--- config.mk ---
export PLATFORM = sky130hd
export DESIGN_NAME = dram_arbiter_mc
export DESIGN_NICKNAME = d
export VERILOG_FILES = /design/src/rtl/dram_arbiter_mc.sv
export SDC_FILE = /design/constraint.sdc
export NUM_CORES = 1
export LEC_CHECK = 0
export CELL_PAD_IN_SITES_DETAIL_PLACEMENT = 0
export CELL_PAD_IN_SITES_GLOBAL_PLACEMENT = 1
export CORE_MARGIN = 2
export CORE_UTILIZATION = 25
export CTS_CLUSTER_DIAMETER = 150
export DETAILED_ROUTE_END_ITERATION = 6
export PLACE_DENSITY_LB_ADDON = 0.1
export SETUP_SLACK_MARGIN = 0.4
export SYNTH_ARGS = -nofsm -noshare
export SYNTH_HDL_FRONTEND = slang
export SYNTH_SLANG_ARGS = --single-unit
--- constraint.sdc ---
create_clock -name clk -period 3 [get_ports clk]
set_input_delay 0.75 -clock clk [delete_from_list [all_inputs] [get_ports clk]]
set_output_delay 0.75 -clock clk [all_outputs]
set_load 0.1 [all_outputs]
--- src/rtl/dram_arbiter_mc.sv ---
// Round-robin arbiter sharing one single-port DRAM among NUM_CORES cores.
// Each access runs IDLE -> ISSUE -> (WAIT) -> RESP; waiting cores are stalled via core_status.
module dram_arbiter_mc #(
  parameter int NUM_CORES  = 4,
  parameter int ADDR_W     = 16,
  parameter int DATA_W     = 8,
  parameter int RD_LATENCY = 1
) (
  input  logic                        clk,
  input  logic                        rst,
  input  logic [NUM_CORES-1:0]        core_rd_req,
  input  logic [NUM_CORES-1:0]        core_wr_req,
  input  logic [NUM_CORES*ADDR_W-1:0] core_addr,
  input  logic [NUM_CORES*DATA_W-1:0] core_wdata,
  input  logic [NUM_CORES-1:0]        core_end_process,
  output logic [NUM_CORES-1:0]        core_status,
  output logic [NUM_CORES-1:0]        core_rvalid,
  output logic [DATA_W-1:0]           core_rdata,
  output logic [ADDR_W-1:0]           dram_addr,
  output logic [DATA_W-1:0]           dram_wdata,
  output logic                        dram_wr_en,
  output logic                        dram_rd_en,
  input  logic [DATA_W-1:0]           dram_rdata,
  output logic                        all_done
);

  localparam int IDX_W = $clog2(NUM_CORES);
  localparam int CNT_W = (RD_LATENCY > 1) ? $clog2(RD_LATENCY) : 1;

  typedef enum logic [1:0] {IDLE, ISSUE, WAIT, RESP} state_t;

  state_t                 state, state_n;
  logic [IDX_W-1:0]       grant, grant_n;
  logic [IDX_W-1:0]       rr_ptr, rr_ptr_n;
  logic                   op_wr, op_wr_n;
  logic [CNT_W-1:0]       wait_cnt, wait_cnt_n;
  logic [NUM_CORES-1:0]   just_acked, just_acked_n;
  logic [NUM_CORES-1:0]   end_flag, end_flag_n;
  logic [NUM_CORES-1:0]   eligible;
  logic                   found;
  logic [IDX_W-1:0]       pick;
  logic [NUM_CORES-1:0]   status_n, rvalid_n;
  logic [DATA_W-1:0]      rdata_n;
  logic [ADDR_W-1:0]      dram_addr_n;
  logic [DATA_W-1:0]      dram_wdata_n;
  logic                   wr_en_n, rd_en_n, all_done_n;

  always_ff @(posedge clk) begin
    if (rst) begin
      state       <= IDLE;
      grant       <= '0;
      rr_ptr      <= IDX_W'(NUM_CORES - 1);
      op_wr       <= 1'b0;
      wait_cnt    <= '0;
      just_acked  <= '0;
      end_flag    <= '0;
      core_status <= '1;
      core_rvalid <= '0;
      core_rdata  <= '0;
      dram_addr   <= '0;
      dram_wdata  <= '0;
      dram_wr_en  <= 1'b0;
      dram_rd_en  <= 1'b0;
      all_done    <= 1'b0;
    end else begin
      state       <= state_n;
      grant       <= grant_n;
      rr_ptr      <= rr_ptr_n;
      op_wr       <= op_wr_n;
      wait_cnt    <= wait_cnt_n;
      just_acked  <= just_acked_n;
      end_flag    <= end_flag_n;
      core_status <= status_n;
      core_rvalid <= rvalid_n;
      core_rdata  <= rdata_n;
      dram_addr   <= dram_addr_n;
      dram_wdata  <= dram_wdata_n;
      dram_wr_en  <= wr_en_n;
      dram_rd_en  <= rd_en_n;
      all_done    <= all_done_n;
    end
  end

  always_comb begin
    eligible     = (core_rd_req | core_wr_req) & ~end_flag & ~just_acked;
    found        = 1'b0;
    pick         = '0;
    state_n      = state;
    grant_n      = grant;
    rr_ptr_n     = rr_ptr;
    op_wr_n      = op_wr;
    wait_cnt_n   = wait_cnt;
    just_acked_n = '0;
    end_flag_n   = end_flag | core_end_process;
    status_n     = '1;
    rvalid_n     = '0;
    rdata_n      = core_rdata;
    dram_addr_n  = dram_addr;
    dram_wdata_n = dram_wdata;
    wr_en_n      = 1'b0;
    rd_en_n      = 1'b0;
    all_done_n   = all_done | (&end_flag);

    // Search starts one past the last grant so the previous winner goes last.
    for (int k = 1; k <= NUM_CORES; k++) begin
      if (!found && eligible[(int'(rr_ptr) + k) % NUM_CORES]) begin
        found = 1'b1;
        pick  = IDX_W'((int'(rr_ptr) + k) % NUM_CORES);
      end
    end

    case (state)
      IDLE: begin
        if (found) begin
          state_n      = ISSUE;
          grant_n      = pick;
          rr_ptr_n     = pick;
          op_wr_n      = core_wr_req[pick];
          dram_addr_n  = core_addr[int'(pick)*ADDR_W +: ADDR_W];
          dram_wdata_n = core_wdata[int'(pick)*DATA_W +: DATA_W];
          wr_en_n      = core_wr_req[pick];
          rd_en_n      = ~core_wr_req[pick];
        end
      end
      ISSUE: begin
        if (op_wr) begin
          state_n         = RESP;
          rvalid_n[grant] = 1'b1;
        end else begin
          state_n    = WAIT;
          wait_cnt_n = '0;
        end
      end
      WAIT: begin
        if (wait_cnt == CNT_W'(RD_LATENCY - 1)) begin
          state_n         = RESP;
          rvalid_n[grant] = 1'b1;
          rdata_n         = dram_rdata;
        end else begin
          wait_cnt_n = wait_cnt + CNT_W'(1);
        end
      end
      RESP: begin
        state_n             = IDLE;
        just_acked_n[grant] = 1'b1;
      end
      default: state_n = IDLE;
    endcase

    // The served core is released on entry to RESP and stays released for the
    // following IDLE cycle, while its still-held request is masked.
    for (int i = 0; i < NUM_CORES; i++) begin
      if (state_n == RESP && grant_n == IDX_W'(i))
        status_n[i] = 1'b1;
      else if ((state_n == ISSUE || state_n == WAIT) && grant_n == IDX_W'(i))
        status_n[i] = 1'b0;
      else if (state == RESP && grant == IDX_W'(i))
        status_n[i] = 1'b1;
      else
        status_n[i] = ~eligible[i];
    end
  end

endmodule

# Word-level counts from Yosys, hierarchy flattened

Cells that the tools add are included.

Bits in latches: 0
RAM bits: 0
Input port bits: 118
Memory bits (read-only): 0
Word-level logic and storage cells: 147
Register bits after elaboration: 59
Memories kept: 0

Shift-type cells: 2
Equality and inequality tests: 13
$mul: 0
Reductions and logical operators: 38
Add/subtract/negate cells: 5
Bitwise gates (word level): 20
Mux-type cells: 44
Magnitude comparators: 7
Divide/modulo/power cells: 0

Operator list:

| kind                | number |
|---|---|
| $shiftx 64x7->16    | 1 |
| $shiftx 32x6->8     | 1 |
| $mux 1              | 25 |
| $reduce_or 2->1     | 9 |
| $eq 2x2->1 const B  | 8 |
| $logic_and 1x1->1   | 16 |
| $lt 3x4->1 const B  | 4 |
| $mux 2              | 8 |
| $bmux 1 s2          | 5 |
| $not 1->1           | 9 |
| $and 4x4->4         | 2 |
| $eq 2x1->1 const B  | 4 |
| $mux 4              | 2 |
| $not 4->4           | 2 |
| $or 4x4->4          | 2 |
| $pmux 2 s4          | 1 |
| $pmux 4 s2          | 1 |
| $logic_not 2->1     | 3 |
| $lt 2x3->1 const B  | 2 |
| $reduce_and 2->1    | 3 |
| $add 2x1->2 const B | 2 |
| $add 2x2->2 const B | 2 |
| $and 1x1->1 const A | 4 |
| $reduce_and 4->1    | 1 |
| 10 further kinds    | 12 |

# Depth between registers and ports, before layout

Gate-level depths: netlist of run 1.

Depth after elaboration: 22
Gate-level depth with buffers: 10
Depth with buffers taken out: 9

# Worst setup path after synthesis of run 1

OpenSTA, ideal clock, no wires.

Path type: in2reg
Start: input port core_rd_req[0]
End: register core_status[3]
Slack: 710 ps
Arrival time: 2168 ps
Required time: 2878 ps
Library setup time: 122 ps
Path buffers: 0
Cell stages on the path: 6
Path through: or2_4 a22oi_2 a41oi_1 ha_1 a41oi_1 a311o_1

Cells in the longest elaborated chain, start to end: 22
Elaborated cells between the ends (all ways): 42
Those cells by class: eq/ne (4); mux (25); bitwise (3); reduce/logical (10)

RTL lines:

| what                                      | RTL line | text |
|---|---|---|
| start: declaration                        | 11       | `input logic [NUM_CORES-1:0] core_rd_req,` |
| $or 4x4->4 (*)                            | 85       | `eligible = (core_rd_req \| core_wr_req) & ~end_flag & ~just_acked;` |
| $and 4x4->4 (*) (2 in a row)              | 85       |  |
| $bmux 1 s2                                | 106      | `if (!found && eligible[(int'(rr_ptr) + k) % NUM_CORES]) begin` |
| $mux 1 (not written as such) (2 in a row) | 106      |  |
| $mux 1                                    | 106      |  |
| $logic_not 1->1                           | 106      |  |
| $logic_and 1x1->1                         | 106      |  |
| $mux 1                                    | 106      |  |
| (+5 left out)                             | n/a      |  |
| $mux 1 (*)                                | 106      |  |
| $mux 2 (*)                                | 114      | `if (found) begin` |
| $pmux 2 s4 (*)                            | 112      | `case (state)` |
| via state_n[0]                            | 32       | `state_t state, state_n;` |
| $eq 2x1->1 or $eq 2x2->1 (tied branches)  | 155      | `else if ((state_n == ISSUE \|\| state_n == WAIT) && grant_n == IDX_W'(i))` |
| $logic_or 1x1->1                          | 155      |  |
| $logic_and 1x1->1                         | 155      |  |
| $mux 1                                    | 155      |  |
| end signal: assignment                    | 73       | `core_status <= status_n;` |
| end: declaration                          | 16       | `output logic [NUM_CORES-1:0] core_status,` |

Mark *: on every way through the listed nets, which the timed path passes. The rest lies on a longest branch. The select of a mux whose other input is x is not followed.
A chain may end at the register's enable or synchronous reset.

# Final worst setup path of run 1

Start: input port core_rd_req[1]
End: register core_status[0]

Cells in the longest elaborated chain, start to end: 22
Elaborated cells between the ends (all ways): 42
Those cells by class: eq/ne (3); mux (25); bitwise (3); reduce/logical (11)

RTL lines:

| what                                      | RTL line |
|---|---|
| $or 4x4->4 (*)                            | 85 |
| $and 4x4->4 (*) (2 in a row)              | 85 |
| $bmux 1 s2                                | 106 |
| $mux 1 (not written as such) (2 in a row) | 106 |
| $mux 1                                    | 106 |
| $logic_not 1->1                           | 106 |
| $logic_and 1x1->1                         | 106 |
| $mux 1                                    | 106 |
| (+4 left out)                             | n/a |
| $logic_and 1x1->1                         | 106 |
| $mux 1                                    | 106 |
| $mux 2                                    | 114 |
| $pmux 2 s4                                | 112 |
| $eq 2x1->1 or $eq 2x2->1 (tied branches)  | 155 |
| $logic_or 1x1->1                          | 155 |
| $logic_and 1x1->1                         | 155 |
| $mux 1                                    | 155 |

Every way passes the cells marked *; elsewhere a longest branch is shown, timed or not. The select of a mux whose other input is x is not followed.

==> reports/qor.tcl, run 1 <==
set qor(worstReg2RegStart) {state[0]}
set qor(seqPwrFrac_pct) 20.6
set qor(cts.sink_count) 58
set qor(layout_worst_path_cycle_share_pct) 85.16
set qor(worst_setup_path_startpoint) {core_rd_req[1]}
set qor(setup_viol_count_final) 0
set qor(floorplan.die_area_mm2) 0.01237
set qor(wl_per_cell_um) 15.99
set qor(actual_transition_at_the_worst_max_transition_pin_ns) 0.6140
set qor(holdWs_ns) 0.4634
set qor(slew_viol_final) 0
set qor(vias_per_cell) 4.603
set qor(final_period_minus_worst_setup_slack_ns) 2.555
set qor(first_global_vias) 2783
set qor(power.internal_mw) 2.831
set qor(result_of_the_run) {finished, final reports clean}
set qor(r2r_setup_slack_ns) 0.72
set qor(via_count) 2785
set qor(die_height_um) 111.2
set qor(grt_max_degree) 33
set qor(cts.clk_slew.worst_paths_ns) 0.05
set qor(setup.worst_path.start_class) {primary input}
set qor(required_time_of_the_critical_path_ns) 3.17
set qor(grt_util_all_layers_pct) 15.43
set qor(end_kind) {flip-flop}
set qor(peakVddDrop_uv) 521.3
set qor(crit_path_end) {core_status[0]}
set qor(core_area_mm2) 0.01132
set qor(drc) 0
set qor(mappedNetlistNets) 412
set qor(power.switching_mw) 2.987
set qor(power.switching_fraction_pct) 51.34
set qor(layout.cells.most_common_list) {clkdlybuf4s50_1 (115), mux2i_1 (58), dfxtp_1 (58)}
set qor(synth_edf_count) 0
set qor(firstDrtPassIters) 4
set qor(cts-buffers-inserted) 9
set qor(postRouteAntennaNets) 0
set qor(nFillCells) 1121
set qor(antenna_cells_inserted) 0
set qor(worst-endpoint-arrival_ns) 2.72
set qor(yosysWarningCount) 0
set qor(hold_path.class) {reg2reg}
set qor(r2r_end) {core_status[3]}
set qor(clk_root_buffer_cell) {clkbuf_16}
set qor(grt_antenna_before_repair) 0
set qor(number_of_instances_in_the_placed_design) 586
set qor(post_cts_hold_buffer_count) 0
set qor(pwr-share-comb_pct) 61.8
set qor(fin_cells) 605
set qor(p_per_area_mw_per_mm2) 1163
set qor(die_w_um) 111.2
set qor(synth_area_leader_cell) {dfxtp_1}
set qor(finish.utilization_pct) 44.18
set qor(final_layout_size_suffix_gt1_share_pct) 22.08
set qor(p_leak_nw) 2.157
set qor(maxClockFrequency_mhz) 391.4
set qor(clock_power_share_pct) 17.6
set qor(ys_seq_area_share_pct) 40.38
set qor(synthesis.area_mm2) 0.002875
set qor(power.total_mw) 5.818
set qor(setup.worst_path.class) {in2reg}
set qor(grt_setup_unrepaired) {yes}
set qor(drv_cap) 0
set qor(asyncSetResetFlopFracSynth_pct) 0
set qor(routed_wirelength_um) 9672
set qor(portBuffers) 160
set qor(num_rows) 39
set qor(synthToLayoutAreaGrowth_pct) 73.93
set qor(avg_inst_size_synth_um2) 9.984
set qor(r2r_cells) 9
set qor(hold_violations) 0
set qor(clock_tree.htree_level_count) 3
set qor(grt_pass1_wl_um) 15120
set qor(clock_tree_from_tritoncts) {done}
set qor(synth_cell_types) 46
set qor(postSynthCellCount) 288
set qor(postSynthRegisterBits) 58
set qor(num_io_pins) 161
set qor(synth_top_cell_area_share_pct) 40.38
set qor(slew_headroom_pct) 58.97
set qor(overflow) 0
set qor(dp.final_hpwl_um) 7386
set qor(finalNetCount) 582
set qor(insertion_delay_ns) 0.33
set qor(dpl_worst_slack_ns) -0.09705
set qor(drt-initial-drc-count) 102
set qor(synth_top_cells_by_area) {dfxtp_1 (40%), mux2i_1 (21%), o221ai_1 (7.9%)}
set qor(layout_commonest_cell) {clkdlybuf4s50_1}
set qor(cts_max_path_buffers) 2
set qor(floorplan.initialDensity_pct) 25.40
set qor(final_critical_path_setup_slack_ns) 0.4453
set qor(synth_ff_type) {dfxtp_1}
set qor(path_max_fanout) 4
set qor(gp_congestion) 0.7705
set qor(timing.clock.skew_ns) 0.01463
==> worst min path at each step <==
| stage | startpoint | endpoint | slack [ns] | cells past startpoint |
|---|---|---|---|---|
| 2_1_floorplan | end_flag[3] | end_flag[3] | 0.46 | 2 |
| 3_3_place_gp | dram_addr[5] | dram_addr[5] | 0.45 | 2 |
| 3_5_place_dp | dram_addr[5] | dram_addr[5] | 0.45 | 2 |
| 4_1_cts | dram_addr[5] | dram_addr[5] | 0.47 | 2 |
| 5_1_grt | dram_addr[10] | dram_addr[10] | 0.49 | 2 |
| 6_report | dram_wdata[5] | dram_wdata[5] | 0.46 | 2 |
==> cells in the mapped netlist, drive strengths merged, types with 4 or more instances <==
master / number
dfxtp: 58
inv: 7
nor2: 33
ha: 6
clkbuf: 4
nand2: 36
buf: 12
o221ai: 26
a41oi: 4
mux2i: 60
nor3: 4
==> final cells by class <==
class	instances	area, um2	area share (%)
flip-flops and latches	58	1161	23.22
well taps	143	178.9	3.578
clock buffers	10	239.0	4.779
repair buffers	175	1653	33.05
multi-input cells	207	1688	33.75
inverters	7	26.28	0.5254
clock inverters	5	55.05	1.101
==> worst max-delay path, cell delays in order <==
cell and delay [ns]:
clkdlybuf4s50_1 0.45, or2_4 0.28, a22oi_2 0.22, buf_4 0.17, a21boi_4 0.06, buf_6 0.14, mux2i_4 0.19, buf_4 0.14
a211oi_2 0.14, o221ai_1 0.17
==> metal layers <==
metal | wire [um] | GRT usage (%) | vias up | part of all wire, %
met4 | 130 | 4.198 | 0 | 1.3
met3 | 571 | 4.757 | 10 | 5.9
met1 | 4226 | 18.94 | 1277 | 44
met2 | 4744 | 26.18 | 87 | 49
met5 | 0 | 0 | - | 0
li1 | - | - | 1411 | -
==> logic make-up (layout without fill, tap and decap cells) <==
kind of cell,after synthesis,count (layout),share of synthesized area (%)
flops,58,58,40.38
simple gates,87,87,14.32
buf+inv,23,197,3.743
fa+ha+maj,6,6,2.611
compound gates,53,53,17.10
mux,61,61,21.84
==> per-stage QoR <==
step,setup TNS [ns],cell area [um2]
2_1_floorplan,0,2875
3_3_place_gp,-0.8085,4603
3_5_place_dp,-1.546,4603
4_1_cts,0,4912
5_1_grt,0,5001
6_report,0,5001
==> power by group through the flow <==
stage          registers (mW)  logic [mW]  clock network (mW)
2_1_floorplan            2.66        1.14                   0
3_3_place_gp             1.21        3.47                   0
3_5_place_dp             1.21        3.48                   0
4_1_cts                  1.20        3.49                1.05
5_1_grt                  1.23        3.78                1.09
6_report                 1.20        3.60                1.03
==> registers in the layout, summed over array words and instances (netlist names), 2 cells and up <==
name,count
core_rvalid,4
grant,2
state,2
core_rdata,8
end_flag,4
just_acked,4
core_status,4
dram_addr,16
rr_ptr,2
dram_wdata,8
==> what timing repair did <==
item | CTS | global route
setup endpoints to repair | 28 | 17
gates resized for setup | 2 | 14
setup buffers | 1 | 3
pin swaps | 1 | 7
Power figures use the tool's default switching activity.
==> inputs of run 2 (changes only) <==
ABC_CLOCK_PERIOD_IN_PS = 3000   (was unset)
==> results of run 2 <==
Same layout as run 1: the final DEF is identical, and so are final timing and power.
==> inputs of run 3 (changes only) <==
PLACE_DENSITY = 0.71   (was unset)
PLACE_DENSITY_LB_ADDON = unset   (was 0.1)
SLEW_MARGIN = 20   (was unset)
==> reports/qor.tcl, run 3 (synthesized netlist as in run 1, its figures left out) <==
set qor(result_of_the_run) {finished, final reports clean}
set qor(via_count) 2798
set qor(slew_viol_final) 0
set qor(hold_violations) 0
set qor(critical_path_buf_inv_count) 2
set qor(critical_path.cell_chain) {clkdlybuf4s50_1 > or2_4 > a32oi_1 > o31ai_4 > buf_4 > mux2i_4 > a41oi_1 > a311o_1}
set qor(clk_root_buffer_cell) {clkbuf_16}
set qor(fin_tns_setup_ns) 0
set qor(die_w_um) 111.2
set qor(end_kind) {flip-flop}
set qor(fin_cells) 603
set qor(critical-path-slowest-cell) {clkdlybuf4s50_1}
set qor(worstHoldPathCells) 2
set qor(timing.clock.skew_ns) 0.005606
set qor(drv_cap) 0
set qor(gp_congestion) 0.8568
set qor(dp.final_hpwl_um) 7324
set qor(peakVddDrop_uv) 579.8
set qor(cts.sink_count) 58
set qor(power.total_mw) 5.775
set qor(die_height_um) 111.2
set qor(worstReg2RegStart) {state[0]}
set qor(slew_headroom_pct) 66.69
set qor(first_global_vias) 2862
set qor(grt_antenna_before_repair) 0
set qor(portBuffers) 160
set qor(insertion_delay_ns) 0.32
set qor(floorplan.initialDensity_pct) 25.40
set qor(p_per_area_mw_per_mm2) 1158
set qor(overflow) 0
set qor(layout.cells.most_common_list) {clkdlybuf4s50_1 (114), mux2i_1 (58), dfxtp_1 (58)}
set qor(num_rows) 39
set qor(wl_per_cell_um) 15.71
set qor(r2r_end) {core_status[0]}
set qor(floorplan.die_area_mm2) 0.01237
set qor(grt_max_degree) 25
set qor(drt-initial-drc-count) 121
set qor(grt_setup_unrepaired) {yes}
set qor(dpl-instance-area_mm2) 0.004593
set qor(r2r_cells) 9
set qor(clock_tree.htree_level_count) 3
set qor(vias_per_cell) 4.640
set qor(r2r_setup_slack_ns) 0.84
set qor(path_max_fanout) 5
set qor(required_time_of_the_critical_path_ns) 3.20
set qor(cts-buffers-inserted) 9
set qor(core_area_mm2) 0.01132
set qor(number_of_instances_in_the_placed_design) 583
set qor(actual_transition_at_the_worst_max_transition_pin_ns) 0.4996
set qor(p_leak_nw) 2.161
set qor(final_period_minus_worst_setup_slack_ns) 2.510
set qor(grt_util_all_layers_pct) 14.80
set qor(clock_tree_from_tritoncts) {done}
set qor(setup_viol_count_final) 0
set qor(maxClockFrequency_mhz) 398.4
set qor(path_delay_family) {compound AO/OA/AOI/OAI gates}
set qor(worst_path_largest_cell_delay_ns) 0.41
set qor(layout_commonest_cell) {clkdlybuf4s50_1}
set qor(layout_worst_path_cycle_share_pct) 83.66
set qor(antenna_cells_inserted) 0
set qor(startpoint_of_the_tightest_hold_check_path) {dram_addr[9]}
set qor(finish.utilization_pct) 44.04
set qor(setup.worst_path.class) {in2reg}
set qor(postRouteAntennaNets) 0
set qor(drc) 0
set qor(worst-endpoint-arrival_ns) 2.71
set qor(num_io_pins) 161
set qor(routed_wirelength_um) 9475
set qor(biggestRegsByFlops) {dram_addr (16), core_rdata (8), dram_wdata (8)}
set qor(finalNetCount) 580
set qor(hold_end) {dram_addr[9]}
set qor(cts_max_path_buffers) 2
set qor(final_layout_size_suffix_gt1_share_pct) 21.09
set qor(nFillCells) 1102
set qor(largest-register) {dram_addr}
set qor(cts.clk_slew.worst_paths_ns) 0.05
set qor(setup.worst_path.start_class) {primary input}
set qor(firstDrtPassIters) 5
set qor(largest_register_ffs) 16
set qor(grt_pass1_wl_um) 14610
set qor(synthToLayoutAreaGrowth_pct) 73.41
set qor(post_cts_hold_buffer_count) 0
set qor(hold_path.class) {reg2reg}
set qor(post-route-cell-area_mm2) 0.004986
==> run 3: cell types whose count changed in the layout (fill, tap and decap cells not counted), sizes merged <==
cell,previous run,this run
clkdlybuf4s50,115,114
buf,58,55
nor2,33,34
dlymetal6s2s,2,3
clkbuf,10,12
clkinvlp,2,0
==> run 3: power by group <==
part           internal [mW]  switching (mW)
clock                  0.657           0.327
combinational           1.15            2.45
sequential              1.03           0.162
total                   2.84            2.94
==> run 3: per-stage QoR <==
step | hold WS [ns] | worst slack (ns)
after floorplan | 0.4602 | 0.7102
after global placement | 0.4457 | -0.004451
after detailed placement | 0.4492 | -0.06153
after CTS | 0.4674 | 0.3783
after global routing | 0.4842 | 0.3741
final | 0.4641 | 0.4901
==> run 3: layout make-up <==
| cell class | instances | area [um2] | share of cell area [%] |
|---|---|---|---|
| timing repair buffer | 172 | 1642 | 32.92 |
| sequential | 58 | 1161 | 23.29 |
| clock inverter | 3 | 40.04 | 0.8030 |
| inverter | 7 | 26.28 | 0.5270 |
| multi-input combinational | 208 | 1692 | 33.93 |
| tap | 143 | 178.9 | 3.588 |
| clock buffer | 12 | 246.5 | 4.944 |
==> run 3: layer usage <==
metal  global-route usage [%]  part of all wire [%]  vias to the layer above
li1                         -                     -                     1413
met1                    18.06                    43                     1291
met2                    24.84                    50                       77
met3                    3.171                   4.6                       17
met4                    6.914                   2.5                        0
met5                        0                     0                        -
==> run 3: worst max path at each step <==
stage / end / cells past startpoint / slack (ns) / startpoint
5_1_grt: core_status[3] / 7 / 0.37 / core_rd_req[1]
4_1_cts: core_status[3] / 8 / 0.38 / core_wr_req[2]
6_report: core_status[3] / 8 / 0.49 / core_rd_req[0]
3_5_place_dp: dram_wdata[2] / 7 / -0.06 / core_wr_req[1]
2_1_floorplan: core_status[3] / 6 / 0.71 / core_rd_req[0]
3_3_place_gp: dram_addr[7] / 7 / -0.004 / core_wr_req[1]
==> run 3: what timing repair did <==
item / in CTS / in global routing
pin swaps: 1 / 14
cloned: 0 / 1
gates resized for setup: 1 / 15
endpoints found under the setup margin: 26 / 30
buffers inserted: 1 / 3
==> run 3: worst reg2reg max path, delay by kind of cell (launching register included) <==
kind                       cells  cell delay (ns)
DFF                            1             0.36
AOI/OAI and AO/OA              4             0.63
buffers and inverters          2             0.19
adders and majority gates      2             0.73
and+or+nand+nor                1             0.11
